### config.mk
export PLATFORM = sky130hd
export DESIGN_NAME = tx_pcs_encoder
export DESIGN_NICKNAME = d
export VERILOG_FILES = /design/src/rtl/tx_pcs_encoder.sv
export SDC_FILE = /design/constraint.sdc
export NUM_CORES = 1
export LEC_CHECK = 0
export ABC_AREA = 1
export CAP_MARGIN = 20
export CORE_AREA = 2 2 128 130
export CTS_BUF_LIST = sky130_fd_sc_hd__clkbuf_4 sky130_fd_sc_hd__clkbuf_8
export CTS_CLUSTER_SIZE = 28
export DETAILED_ROUTE_END_ITERATION = 16
export DIE_AREA = 0 0 130 132
export MAX_ROUTING_LAYER = met4
export PLACE_DENSITY = 0.74
export SLEW_MARGIN = 5
export SYNTH_ARGS = -nofsm -noshare
export SYNTH_HDL_FRONTEND = slang
export SYNTH_SLANG_ARGS = --single-unit
### constraint.sdc
create_clock -name tx_clk -period 3.6 [get_ports tx_clk]
set_input_delay 0.54 -clock tx_clk [delete_from_list [all_inputs] [get_ports tx_clk]]
set_output_delay 0.54 -clock tx_clk [all_outputs]
set_load 0.02 [all_outputs]
### src/rtl/tx_pcs_encoder.sv
// 64b/66b transmit PCS encoder: pairs 32-bit XGMII words into columns, encodes and sequence-checks them.
// Optional self-synchronous payload scrambler enabled by defining TX_PCS_SCRAMBLER_EN.
`timescale 1ns/1ps
module tx_pcs_encoder #(
    parameter int unsigned ERR_CNT_WIDTH = 16,
    parameter logic [6:0]  IDLE_CODE7    = 7'h00,
    parameter logic [6:0]  ERROR_CODE7   = 7'h1E
) (
    input  logic                     tx_clk,
    input  logic                     tx_rst,
    input  logic [31:0]              in_xgmii_data,
    input  logic [3:0]               in_xgmii_ctl,
    output logic                     out_xgmii_pcs_ready,
    output logic [1:0]               out_block_header,
    output logic [63:0]              out_block_payload,
    output logic                     out_block_valid,
    input  logic                     in_block_ready,
    output logic [ERR_CNT_WIDTH-1:0] out_err_count
);

    localparam logic [1:0] TX_C = 2'd0;
    localparam logic [1:0] TX_D = 2'd1;
    localparam logic [1:0] TX_E = 2'd2;

    localparam logic [2:0] K_C = 3'd0;
    localparam logic [2:0] K_S = 3'd1;
    localparam logic [2:0] K_T = 3'd2;
    localparam logic [2:0] K_D = 3'd3;
    localparam logic [2:0] K_E = 3'd4;

    localparam logic [1:0]  HDR_DATA = 2'b01;
    localparam logic [1:0]  HDR_CTRL = 2'b10;
    localparam logic [63:0] ERR_PAY  = {{8{ERROR_CODE7}}, 8'h1E};

    function automatic logic [ERR_CNT_WIDTH-1:0] sat_inc(input logic [ERR_CNT_WIDTH-1:0] v);
        return (&v) ? v : v + 1'b1;
    endfunction

    logic                     phase_p0;
    logic [31:0]              lo_data_p0;
    logic [3:0]               lo_ctl_p0;
    logic [1:0]               state_p1;
    logic [1:0]               state_nxt;
    logic [1:0]               hdr_p1;
    logic [63:0]              pay_p1;
    logic                     vld_p1;
    logic [ERR_CNT_WIDTH-1:0] err_cnt_p1;

    logic        accept;
    logic        load;
    logic [63:0] col_data;
    logic [7:0]  col_ctl;
    logic [7:0]  lane [8];
    logic [6:0]  code [8];
    logic [7:0]  is_d;
    logic [7:0]  is_idle;
    logic [7:0]  is_c;
    logic [7:0]  is_t;
    logic [7:0]  t_hit;
    logic        s_lane0;
    logic        s_lane4;

    logic [2:0]  kind;
    logic [1:0]  enc_hdr;
    logic [63:0] enc_pay;
    logic        seq_ok;
    logic        blk_err;
    logic [1:0]  blk_hdr;
    logic [63:0] blk_pay;
    logic [63:0] tx_pay;

    // Stage p0: word acceptance and half-column capture
    assign out_xgmii_pcs_ready = !phase_p0 || !vld_p1 || in_block_ready;
    assign accept              = out_xgmii_pcs_ready;
    assign load                = accept && phase_p0;

    always_ff @(posedge tx_clk) begin
        if (accept && !phase_p0) begin
            lo_data_p0 <= in_xgmii_data;
            lo_ctl_p0  <= in_xgmii_ctl;
        end
    end

    assign col_data = {in_xgmii_data, lo_data_p0};
    assign col_ctl  = {in_xgmii_ctl, lo_ctl_p0};

    for (genvar g = 0; g < 8; g++) begin : g_lane
        // LO selects lanes below g, HI selects lanes above g
        localparam logic [7:0] LO = 8'hFF >> (8 - g);
        localparam logic [7:0] HI = 8'hFF << (g + 1);
        logic is_err;
        assign lane[g]    = col_data[8*g +: 8];
        assign is_d[g]    = !col_ctl[g];
        assign is_idle[g] = col_ctl[g] && (lane[g] == 8'h07);
        assign is_err     = col_ctl[g] && (lane[g] == 8'hFE);
        assign is_c[g]    = is_idle[g] || is_err;
        assign is_t[g]    = col_ctl[g] && (lane[g] == 8'hFD);
        assign code[g]    = is_idle[g] ? IDLE_CODE7 : ERROR_CODE7;
        assign t_hit[g]   = is_t[g] && ((is_d & LO) == LO) && ((is_idle & HI) == HI);
    end

    assign s_lane0 = col_ctl[0] && (lane[0] == 8'hFB);
    assign s_lane4 = col_ctl[4] && (lane[4] == 8'hFB);

    always_comb begin
        kind    = K_E;
        enc_hdr = HDR_CTRL;
        enc_pay = ERR_PAY;
        if (&is_d) begin
            kind    = K_D;
            enc_hdr = HDR_DATA;
            enc_pay = col_data;
        end else if (&is_c) begin
            kind    = K_C;
            enc_pay = {code[7], code[6], code[5], code[4], code[3], code[2], code[1], code[0], 8'h1E};
        end else if (s_lane0 && (&is_d[7:1])) begin
            kind    = K_S;
            enc_pay = {lane[7], lane[6], lane[5], lane[4], lane[3], lane[2], lane[1], 8'h78};
        end else if ((&is_c[3:0]) && s_lane4 && (&is_d[7:5])) begin
            kind    = K_S;
            enc_pay = {lane[7], lane[6], lane[5], 4'h0, code[3], code[2], code[1], code[0], 8'h33};
        end else begin
            // t_hit is one-hot: a second T would be neither data before it nor idle after it
            case (t_hit)
                8'h01: begin kind = K_T; enc_pay = {56'h0, 8'h87}; end
                8'h02: begin kind = K_T; enc_pay = {48'h0, lane[0], 8'h99}; end
                8'h04: begin kind = K_T; enc_pay = {40'h0, lane[1], lane[0], 8'hAA}; end
                8'h08: begin kind = K_T; enc_pay = {32'h0, lane[2], lane[1], lane[0], 8'hB4}; end
                8'h10: begin kind = K_T; enc_pay = {24'h0, lane[3], lane[2], lane[1], lane[0], 8'hCC}; end
                8'h20: begin kind = K_T; enc_pay = {16'h0, lane[4], lane[3], lane[2], lane[1], lane[0], 8'hD2}; end
                8'h40: begin kind = K_T; enc_pay = {8'h0, lane[5], lane[4], lane[3], lane[2], lane[1], lane[0], 8'hE1}; end
                8'h80: begin kind = K_T; enc_pay = {lane[6], lane[5], lane[4], lane[3], lane[2], lane[1], lane[0], 8'hFF}; end
                default: ;
            endcase
        end
    end

    always_comb begin
        seq_ok    = 1'b0;
        state_nxt = TX_E;
        case (state_p1)
            TX_C: begin
                if (kind == K_C)      begin seq_ok = 1'b1; state_nxt = TX_C; end
                else if (kind == K_S) begin seq_ok = 1'b1; state_nxt = TX_D; end
            end
            TX_D: begin
                if (kind == K_D)      begin seq_ok = 1'b1; state_nxt = TX_D; end
                else if (kind == K_T) begin seq_ok = 1'b1; state_nxt = TX_C; end
            end
            default: begin
                if (kind == K_C)      begin seq_ok = 1'b1; state_nxt = TX_C; end
                else if (kind == K_S) begin seq_ok = 1'b1; state_nxt = TX_D; end
            end
        endcase
    end

    assign blk_err = !seq_ok;
    assign blk_hdr = seq_ok ? enc_hdr : HDR_CTRL;
    assign blk_pay = seq_ok ? enc_pay : ERR_PAY;

`ifdef TX_PCS_SCRAMBLER_EN
    logic [57:0] scr_p1;
    logic [57:0] scr_nxt;

    // Bit 0 goes out first; st[0] holds the most recent scrambled bit
    function automatic logic [121:0] scramble(input logic [63:0] din, input logic [57:0] st_in);
        logic [63:0] d;
        logic [63:0] q;
        logic [57:0] st;
        logic        b;
        d  = din;
        st = st_in;
        q  = '0;
        for (int i = 0; i < 64; i++) begin
            b  = d[0] ^ st[38] ^ st[57];
            st = {st[56:0], b};
            q  = {b, q[63:1]};
            d  = d >> 1;
        end
        return {st, q};
    endfunction

    always_comb begin
        {scr_nxt, tx_pay} = scramble(blk_pay, scr_p1);
    end

    always_ff @(posedge tx_clk) begin
        if (!tx_rst) begin
            scr_p1 <= '1;
        end else if (load) begin
            scr_p1 <= scr_nxt;
        end
    end
`else
    assign tx_pay = blk_pay;
`endif

    // Stage p1: output block register, sequence state and error counter
    always_ff @(posedge tx_clk) begin
        if (!tx_rst) begin
            phase_p0   <= 1'b0;
            state_p1   <= TX_C;
            vld_p1     <= 1'b0;
            hdr_p1     <= HDR_CTRL;
            pay_p1     <= '0;
            err_cnt_p1 <= '0;
        end else begin
            if (accept) begin
                phase_p0 <= !phase_p0;
            end
            if (load) begin
                vld_p1   <= 1'b1;
                hdr_p1   <= blk_hdr;
                pay_p1   <= tx_pay;
                state_p1 <= state_nxt;
                if (blk_err) begin
                    err_cnt_p1 <= sat_inc(err_cnt_p1);
                end
            end else if (in_block_ready) begin
                vld_p1 <= 1'b0;
            end
        end
    end

    assign out_block_valid   = vld_p1;
    assign out_block_header  = hdr_p1;
    assign out_block_payload = pay_p1;
    assign out_err_count     = err_cnt_p1;

endmodule

==> impl_metrics.csv <==
group,metric,value,unit
clock_network,clk_path_buf_depth,2,
clock_network,clock-sinks,122,
timing,timing.hold.ws,0.453,ns
synth,synthDistinctLibCells,48,
synth,seq_area_frac_synth,0.362,
timing,rsz0062_at_grt,"no",
clock_network,cts.clk_slew.worst_paths,0.08,ns
die,die_h,132,um
pwr,internal_power,2.39,mW
worst_hold_path,hp-class,"reg2reg",
place,dp_hpwl,22.3,mm
cells_and_area,drive_above_1_share,0.105,
die,start_util,0.493,
clock_network,clockRootBuffer,"clkbuf_8",
flow_run,maxCapViolCount,0,
place,pre_cts_slack,0.304,ns
drt,drtAntennaViolNets,0,
worst_setup_path,start_kind,"primary input",
die,die_w,130,um
timing,slew_violations,0,
drt,routed_wl,29.1,mm
synth,netlist_instances,1155,
synth,synthesis.area,7750,um^2
synth,ys.flop_type,"dfxtp_1",
pwr,p_per_area,352,nW/um^2
worst_setup_path,critical_path_class,"in2reg",
timing,finalSetupViolCount,0,
synth,synth.most_common_cell,"nand2_1",
cells_and_area,finalNonFillerCells,1519,
drt,via_count,8710,
timing,slew_headroom,0.550,
die,pin_count,123,
global_routing,antenna_found_initial,0,
synth,synth_edf_count,36,
timing,fin_crit_sh,0.821,
pwr,peakVddDrop,223,uV
die,dieArea,17200,um^2
timing,tightest_slew,0.668,ns
global_routing,grt_use_total,0.356,
place,dpl_cell_area,9320,um^2
die,num_rows,46,
cells_and_area,n_antenna_cell,0,
cells_and_area,final_net_count,1330,
synth,yosys_warnings,0,
timing,final.setup.worst_slack,0.643,ns
pwr,power.total,3.42,mW
place,globalplace.congestion,1.16,
clock_network,cts_hold_buf,0,
drt,wl_per_cell,19.2,um
worst_setup_path,crit_required,3.96,ns
drt,avgViaCountPerCell,5.73,
timing,min_period,2.96,ns
global_routing,grt_pass1_vias,8167,
synth,synth.top_cells.by_area,"dfxtp_1 (22%), nand2_1 (15%), edfxtp_1 (14%)",
pwr,p_clk_frac,0.392,
cells_and_area,syn2layout_area_growth,25.6,%
timing,max_freq,338,MHz
clock_network,htree_levels,4,
place,io_buffers,122,
drt,drtPass1Iterations,6,
synth,ys_ff_latch,122,
global_routing,grt_remaining_overflow,0,
worst_setup_path,worstPathArrival,3.32,ns
pwr,sw_frac_of_total,0.303,
synth,syn_area_per_cell,6.71,um^2
clock_network,clk_latency,0.47,ns
worst_setup_path,cp-end-kind,"register",
drt,drt_first_iter_violations,989,
pwr,power.net_switching,1.04,mW
die,coreArea,15700,um^2
outcome,status,"finished clean",
clock_network,ctsResizeCount,0,
worst_setup_path,critPathMaxFanout,8,
clock_network,cts_tree,"done",
synth,postSynth.asyncResetShare,0,
clock_network,cts_buffers,17,
global_routing,grt_pass1_wl,45.3,mm
global_routing,grt_max_degree,39,
cells_and_area,fin_util,0.620,
synth,syn_nets,1195,
synth,yosys.area.top_type,"dfxtp_1",
timing,finClkSkew,0.0150,ns
place,place_inst,1487,
pwr,leakagePower,4.21,nW
synth,synth_top_area_share,0.222,
cells_and_area,design_area,9740,um^2
pwr,seq_power_share,0.462,
timing,hold_viol,0,
timing,final.setup.tns,0,ns
drt,drc,0,
clock_network,post-cts-setup-buffer-count,0,
synth,synth_commonest_cells,"nand2_1 (305), nor2_1 (150), inv_1 (129)",
pwr,p_comb_frac,0.146,
-- final timing paths --
kind	startpoint	end	slack, ns	depth (start not counted)
max reg2reg	lo_data_p0[12]$_DFFE_PP_	out_block_payload[30]$_SDFFE_PN0P_	0.68	14
min reg2reg	out_block_payload[28]$_SDFFE_PN0P_	out_block_payload[28]$_SDFFE_PN0P_	0.45	2
max	in_xgmii_data[3]	out_block_payload[30]$_SDFFE_PN0P_	0.64	14
min	out_block_payload[28]$_SDFFE_PN0P_	out_block_payload[28]$_SDFFE_PN0P_	0.45	2
-- logic make-up after synthesis --
logic type,count (synthesis),synth area share
AOI/OAI and AO/OA,174,0.133
buffers and inverters,181,0.0936
xor gates and xnor gates,14,0.0158
DFF,122,0.362
adders and majority gates,1,0.00161
and+or+nand+nor,663,0.394
-- area by class of cell --
class	count	area (um^2)
fillers	1515	5970
multi-input cells	852	4230
flip-flops and latches	122	2800
repair buffers	157	1500
inverters	140	526
well taps	216	270
clock buffers	17	234
clock inverters	15	183
-- state kept, by name, summed over array words and instances (netlist names) --
name,flops
out_block_valid,1
out_block_payload,64
out_block_header,2
state_p1,2
out_err_count,16
phase_p0,1
lo_data_p0,32
lo_ctl_p0,4
-- per-layer routing --
layer / share of wire / track usage
met2: 0.46 / 0.542
met5: 0 / -
met4: 0.048 / 0.159
met3: 0.087 / 0.0718
met1: 0.41 / 0.454
-- worst max-delay path, stage by stage --
cell	delay [ns]
clkdlybuf4s50_1	0.79
nand2_1	0.18
nor3_1	0.15
nand3_1	0.08
nand2_1	0.11
nand2_1	0.06
nor2_1	0.14
nand2_2	0.21
nand2_4	0.19
nand3_2	0.30
nor2_1	0.28
nand3_1	0.14
nand2_1	0.09
inv_1	0.04
-- power by group through the flow --
stage	Sequential (mW)	Clock, mW	Combinational, mW
after floorplan	1.63	0	0.203
after global placement	1.61	0	0.489
after detailed placement	1.61	0	0.492
after CTS	1.58	1.35	0.495
after global routing	1.59	1.42	0.540
final	1.58	1.34	0.499
-- cell usage in the layout, fill, tap and decap left out, types with 3 or more instances in the layout --
| cell | instances |
|---|---|
| nand2_2 | 5 |
| nand4_1 | 33 |
| a22oi_1 | 8 |
| nand3_1 | 90 |
| buf_4 | 34 |
| inv_6 | 7 |
| o21ai_0 | 52 |
| nor2_1 | 149 |
| nor3_1 | 30 |
| o211ai_1 | 11 |
| nand3_4 | 3 |
| bufinv_16 | 3 |
| o21ai_2 | 10 |
| a31oi_1 | 4 |
| o21ai_1 | 9 |
| nand2_4 | 3 |
| dfxtp_1 | 86 |
| edfxtp_1 | 36 |
| nand3b_1 | 4 |
| xor2_1 | 10 |
| nor2_4 | 7 |
| a211oi_1 | 8 |
| nor3_2 | 7 |
| a21oi_1 | 56 |
| clkdlybuf4s50_1 | 122 |
| nand2_1 | 305 |
| nor4_1 | 5 |
| inv_1 | 128 |
| nand3_2 | 7 |
| nor2_2 | 9 |
| xnor2_1 | 4 |
| o32ai_1 | 3 |
| inv_2 | 11 |
| clkbuf_8 | 17 |
No activity file was read; power rests on OpenSTA's default activity.
